[src/rtl/mem_pkg.sv]
`default_nettype none
// ============================================================================
// Module   : mem_pkg
// Brief    : Shared funct3 codes, FSM states and access-size helpers for the
//            load/store unit.
// Revision : 1.0 - initial release
// ============================================================================
package mem_pkg;

  localparam logic [2:0] F3_B  = 3'd0;
  localparam logic [2:0] F3_H  = 3'd1;
  localparam logic [2:0] F3_W  = 3'd2;
  localparam logic [2:0] F3_BU = 3'd4;
  localparam logic [2:0] F3_HU = 3'd5;

  typedef enum logic [1:0] {
    IDLE = 2'd0,
    BUSY = 2'd1,
    DONE = 2'd2
  } state_t;

  typedef enum logic [1:0] {
    SZ_B = 2'd0,
    SZ_H = 2'd1,
    SZ_W = 2'd2
  } size_t;

  // Undefined funct3 codes fall through to word width.
  function automatic size_t access_size(input logic [2:0] f3);
    case (f3)
      F3_B, F3_BU: access_size = SZ_B;
      F3_H, F3_HU: access_size = SZ_H;
      default:     access_size = SZ_W;
    endcase
  endfunction

  function automatic logic is_misaligned(input logic [2:0] f3, input logic [1:0] lane);
    case (access_size(f3))
      SZ_B:    is_misaligned = 1'b0;
      SZ_H:    is_misaligned = lane[0];
      default: is_misaligned = (lane != 2'b00);
    endcase
  endfunction

endpackage
`default_nettype wire

[src/rtl/load_extend.sv]
`default_nettype none
// ============================================================================
// Module   : load_extend
// Brief    : Selects the addressed byte/halfword of a bus read word and sign-
//            or zero-extends it to 32 bits.
// Revision : 1.0 - initial release
// ============================================================================
module load_extend
  import mem_pkg::*;
(
  input  logic [31:0] bus_rdata,
  input  logic [1:0]  lane,
  input  logic [2:0]  funct3,
  output logic [31:0] rdata_ext
);

  logic [7:0]  w_byte;
  logic [15:0] w_half;

  assign w_byte = bus_rdata[{lane, 3'b000} +: 8];
  assign w_half = lane[1] ? bus_rdata[31:16] : bus_rdata[15:0];

  always_comb begin
    rdata_ext = bus_rdata;
    case (funct3)
      F3_B:    rdata_ext = {{24{w_byte[7]}}, w_byte};
      F3_BU:   rdata_ext = {24'd0, w_byte};
      F3_H:    rdata_ext = {{16{w_half[15]}}, w_half};
      F3_HU:   rdata_ext = {16'd0, w_half};
      default: rdata_ext = bus_rdata;
    endcase
  end

endmodule
`default_nettype wire

[src/rtl/mem_access_unit.sv]
`default_nettype none
// ============================================================================
// Module   : mem_access_unit
// Brief    : RV32I load/store unit: byte-lane steering, handshaked bus access
//            with timeout abort, and pipeline stall request.
// Revision : 1.0 - initial release
// ============================================================================
module mem_access_unit
  import mem_pkg::*;
#(
  parameter int unsigned TIMEOUT_CYCLES = 255
) (
  input  logic        clk,
  input  logic        reset,
  input  logic        req_valid,
  input  logic        req_we,
  input  logic [2:0]  funct3,
  input  logic [31:0] addr,
  input  logic [31:0] wdata,
  input  logic        hold,
  output logic        stall_req,
  output logic [31:0] rdata,
  output logic        misalign,
  output logic        bus_err,
  output logic        bus_req,
  output logic        bus_we,
  output logic [31:0] bus_addr,
  output logic [3:0]  bus_be,
  output logic [31:0] bus_wdata,
  input  logic        bus_ack,
  input  logic [31:0] bus_rdata
);

  localparam int unsigned          c_cnt_w   = $clog2(TIMEOUT_CYCLES + 1);
  localparam logic [c_cnt_w-1:0]   c_timeout = c_cnt_w'(TIMEOUT_CYCLES);
  localparam logic [c_cnt_w-1:0]   c_cnt_one = c_cnt_w'(1);

  state_t             r_state;
  state_t             w_state_next;
  logic [c_cnt_w-1:0] r_tcnt;
  logic [c_cnt_w-1:0] w_tcnt_inc;
  logic [1:0]         r_lane;
  logic [2:0]         r_funct3;
  logic               w_misaligned;
  logic               w_start;
  logic               w_ack;
  logic               w_timeout;
  logic [3:0]         w_be;
  logic [31:0]        w_wdata;
  logic [31:0]        w_ext;

  assign w_misaligned = is_misaligned(funct3, addr[1:0]);
  assign w_tcnt_inc   = r_tcnt + c_cnt_one;

  // Store lane steering; loads read the whole word.
  always_comb begin
    w_be    = 4'b1111;
    w_wdata = 32'd0;
    if (req_we) begin
      case (access_size(funct3))
        SZ_B: begin
          w_be    = 4'b0001 << addr[1:0];
          w_wdata = {4{wdata[7:0]}};
        end
        SZ_H: begin
          w_be    = addr[1] ? 4'b1100 : 4'b0011;
          w_wdata = {2{wdata[15:0]}};
        end
        default: begin
          w_be    = 4'b1111;
          w_wdata = wdata;
        end
      endcase
    end
  end

  load_extend u_load_extend (
    .bus_rdata (bus_rdata),
    .lane      (r_lane),
    .funct3    (r_funct3),
    .rdata_ext (w_ext)
  );

  always_ff @(posedge clk) begin
    if (!reset) begin
      r_state <= IDLE;
    end else begin
      r_state <= w_state_next;
    end
  end

  always_comb begin
    w_state_next = r_state;
    w_start      = 1'b0;
    w_ack        = 1'b0;
    w_timeout    = 1'b0;
    stall_req    = 1'b0;
    misalign     = 1'b0;
    case (r_state)
      IDLE: begin
        if (req_valid) begin
          if (w_misaligned) begin
            misalign = 1'b1;
          end else begin
            stall_req    = 1'b1;
            w_start      = 1'b1;
            w_state_next = BUSY;
          end
        end
      end
      BUSY: begin
        stall_req = 1'b1;
        if (bus_ack) begin
          w_ack        = 1'b1;
          w_state_next = DONE;
        end else if (w_tcnt_inc == c_timeout) begin
          w_timeout    = 1'b1;
          w_state_next = DONE;
        end
      end
      DONE: begin
        // req_valid is deliberately ignored here so the parked instruction
        // is not issued a second time.
        if (!hold) begin
          w_state_next = IDLE;
        end
      end
      default: w_state_next = IDLE;
    endcase
    if (!reset) begin
      stall_req = 1'b0;
      misalign  = 1'b0;
    end
  end

  always_ff @(posedge clk) begin
    if (!reset) begin
      bus_req   <= 1'b0;
      bus_we    <= 1'b0;
      bus_addr  <= 32'd0;
      bus_be    <= 4'd0;
      bus_wdata <= 32'd0;
      rdata     <= 32'd0;
      bus_err   <= 1'b0;
      r_tcnt    <= '0;
      r_lane    <= 2'd0;
      r_funct3  <= 3'd0;
    end else begin
      bus_err <= 1'b0;
      if (w_start) begin
        bus_req   <= 1'b1;
        bus_we    <= req_we;
        bus_addr  <= {addr[31:2], 2'b00};
        bus_be    <= w_be;
        bus_wdata <= w_wdata;
        r_lane    <= addr[1:0];
        r_funct3  <= funct3;
        r_tcnt    <= '0;
      end
      if (r_state == BUSY) begin
        r_tcnt <= w_tcnt_inc;
      end
      if (w_ack) begin
        bus_req <= 1'b0;
        rdata   <= bus_we ? 32'd0 : w_ext;
      end
      if (w_timeout) begin
        bus_req <= 1'b0;
        bus_err <= 1'b1;
        rdata   <= 32'd0;
      end
    end
  end

endmodule
`default_nettype wire

[config.mk]
export PLATFORM = sky130hd
export DESIGN_NAME = mem_access_unit
export DESIGN_NICKNAME = d
export VERILOG_FILES = /design/src/rtl/mem_pkg.sv /design/src/rtl/load_extend.sv /design/src/rtl/mem_access_unit.sv
export SDC_FILE = /design/constraint.sdc
export NUM_CORES = 1
export LEC_CHECK = 0
export ABC_AREA = 1
export BUFFER_PORTS_ARGS = -buffer_cell sky130_fd_sc_hd__buf_2
export CAP_MARGIN = 0
export CORE_AREA = 2 2 107 109
export CTS_CLUSTER_SIZE = 8
export DETAILED_ROUTE_END_ITERATION = 12
export DIE_AREA = 0 0 109 111
export GPL_TIMING_DRIVEN = 1
export PLACE_DENSITY = 0.79
export SYNTH_ARGS = -nofsm -noshare
export SYNTH_HDL_FRONTEND = slang
export SYNTH_SLANG_ARGS = --single-unit
[constraint.sdc]
create_clock -name clk -period 2.2 [get_ports clk]
set_input_delay 0.44 -clock clk [delete_from_list [all_inputs] [get_ports clk]]
set_output_delay 0.44 -clock clk [all_outputs]
set_load 0.01 [all_outputs]
==> results.py <==
metrics = {
    "outcome": {
        "status": "finished clean",
    },
    "finish": {
        "syn_to_final_growth_pct": 33.2,
        "instances_no_fill": 1104,
        "stdcell_area_um2": 6970,
        "drive_above_1_share_pct": 28.0,
        "fin_nets": 1056,
        "diodes": 0,
    },
    "clocking": {
        "numCtsBuffers": 17,
        "root_buffer": "clkbuf_16",
        "clk_pin_slew_worst_paths_ns": 0.06,
        "cts_tree": "yes",
        "htreeDepth": 4,
        "insertion_delay_ns": 0.41,
        "clock-sinks": 116,
        "clock_path_buffers": 2,
    },
    "timing": {
        "fin_crit_sh_pct": 89.5,
        "setup-violations-final": 0,
        "finalMaxSlewViolations": 0,
        "rsz0062_at_grt": "no",
        "tightest_slew_ns": 0.605,
        "finalHoldViolCount": 0,
        "period_minus_slack_ns": 1.97,
        "max_freq_ghz": 0.508,
        "fin_tns_setup_ns": 0,
        "fin_skew_ns": 0.00950,
        "fin_ws_ns": 0.232,
        "slew_headroom_pct": 59.6,
    },
    "place": {
        "dp.cells": 1073,
        "dpl_cell_area_um2": 6350,
        "place.gp.congestion": 0.869,
        "pre_cts_ws_ns": 0.0882,
        "port-buffer-count": 207,
        "hpwlAfterDp_mm": 11.1,
    },
    "route": {
        "vias": 5626,
        "wl_per_cell_um": 14.2,
        "via_per_inst": 5.10,
        "firstDrtPassIters": 5,
        "ant_nets": 0,
        "drc": 0,
        "drt-total-wl_mm": 15.7,
        "drt_iter0_markers": 394,
    },
    "floorplan": {
        "initial_utilization_pct": 47.2,
        "io_pins": 210,
        "die_area_um2": 12100,
        "die_w_um": 109,
        "num_rows": 39,
        "die_y_um": 111,
        "coreArea_um2": 11100,
    },
    "pwr": {
        "power.static_leakage_nw": 3.29,
        "peakVddDrop_uv": 452,
        "power_mw": 5.98,
        "powerDensity_nw_per_um2": 858,
    },
    "synthesis": {
        "ys_top_cells_by_area": "dfxtp_1 (44%), nand2_1 (12%), nor2_1 (10%)",
        "syn_area_um2": 5230,
        "synth.top_cell.area_share_pct": 44.4,
        "synth_seq_cells": 116,
        "syn_area_per_cell_um2": 6.97,
        "synth_edf_count": 0,
        "yosys-top-cells-count": "nand2_1 (168), nor2_1 (140), dfxtp_1 (116)",
        "synth_flop_cell": "dfxtp_1",
        "synth_area_leader_cell": "dfxtp_1",
        "yosysMostFrequentCell": "nand2_1",
        "syn_inst": 751,
        "async_reset_ff_share_pct": 0,
        "ys_warn_count": 0,
        "ys_types": 36,
        "seq_area_frac_synth_pct": 44.4,
    },
    "critical_path": {
        "timing.rr.start": "r_state[0]$_SDFFE_PN0P_",
        "cp-end-kind": "output pin",
        "critPathMaxFanout": 9,
        "crit_type": "register to output pin",
        "crit_start": "r_state[1]$_SDFFE_PN0P_",
        "critPathLaunchType": "register",
        "required_ns": 1.76,
        "arrival_ns": 1.53,
    },
    "grt": {
        "grt_max_degree": 42,
        "grt_pass1_vias": 5331,
        "grt_use_total_pct": 26.1,
        "overflow": 0,
        "antenna_found_initial": 0,
        "grt_pass1_wl_mm": 25.2,
    },
    "flow_run": {
        "cap_viol_max_count": 0,
    },
    "worst_hold_path": {
        "min-delay-start": "addr[18]",
        "worst_hold_path_type": "input port to register",
    },
}
## cell usage in the layout (no fill, tap or decap), types with 3 or more instances in the layout
cell / n
o21ai_1: 5
inv_2: 4
bufinv_16: 4
nor2_1: 140
o21ai_0: 50
nor3_1: 9
nand2_1: 168
dfxtp_1: 116
nand2_2: 4
a22oi_1: 6
o221ai_1: 3
buf_2: 207
nand3_1: 40
clkbuf_16: 17
clkbuf_1: 4
inv_1: 41
buf_4: 14
o211ai_1: 11
a21oi_1: 82
## critical path: stages (launching register included)
cell	delay, ns
dfxtp_1	0.40
inv_1	0.06
nand2_1	0.18
nor2_8	0.08
nor2_4	0.21
nor2_1	0.06
buf_2	0.14
## where the power goes
group / switching (mW) / internal [mW] / total (mW)
Clock: 0.947 / 1.92 / 2.86
Combinational: 0.515 / 0.311 / 0.826
Sequential: 0.0713 / 2.22 / 2.29
Total: 1.53 / 4.44 / 5.98
## repair_timing
item	4_1_cts	5_1_grt
buffers inserted	0	0
hold buffers	0	0
setup endpoints to repair	0	1
resized for setup	0	1
## routing by layer
layer / GRT usage (%) / vias to the layer above / wire [um]
met4: 10.0 / 0 / 284
met3: 8.52 / 25 / 1420
met1: 31.3 / 2524 / 6490
met5: 0 / - / 0
met2: 42.9 / 238 / 7520
li1: - / 2839 / -
## final timing paths
check	end	slack, ns	cells after the start
setup / recovery	stall_req	0.23	6
setup reg to reg	rdata[31]$_SDFFE_PP0P_	0.31	8
hold / removal	bus_addr[18]$_SDFFE_PN0P_	0.25	3
hold reg to reg	bus_wdata[5]$_SDFFE_PN0P_	0.46	2
## cells by family (layout without fill, tap and decap cells)
kind of cell               after synthesis  in the layout  share of synthesized area (%)
adders and majority gates                2              2                          0.478
AOI/OAI and AO/OA                      166            166                           17.5
buffers and inverters                   89            298                           7.44
other                                    1              2                         0.0717
and+or+nand+nor                        377            377                           30.1
DFF                                    116            116                           44.4
## stage by stage
stage	utilization, %	hold slack [ns]
2_1_floorplan	-	0.453
3_3_place_gp	57.4	0.450
3_5_place_dp	57.4	0.454
4_1_cts	62.9	0.241
5_1_grt	62.9	0.255
6_report	62.9	0.249
## registers in the layout, summed over array words and instances (netlist names)
| name | flops |
|---|---|
| bus_wdata | 32 |
| bus_be | 4 |
| bus_we | 1 |
| r_lane | 2 |
| bus_addr | 30 |
| bus_req | 1 |
| rdata | 32 |
| r_funct3 | 3 |
| r_tcnt | 8 |
| r_state | 2 |
| bus_err | 1 |
## final cells by class
type                            count  area, um^2
Clock inverter                      9         154
Inverter                           45         169
Sequential cell                   116        2320
Fill cell                        1054        4110
Multi-Input combinational cell    547        2530
Timing Repair Buffer              222        1160
Tap cell                          143         179
Clock buffer                       22         454
Power figures use the tool's default switching activity.
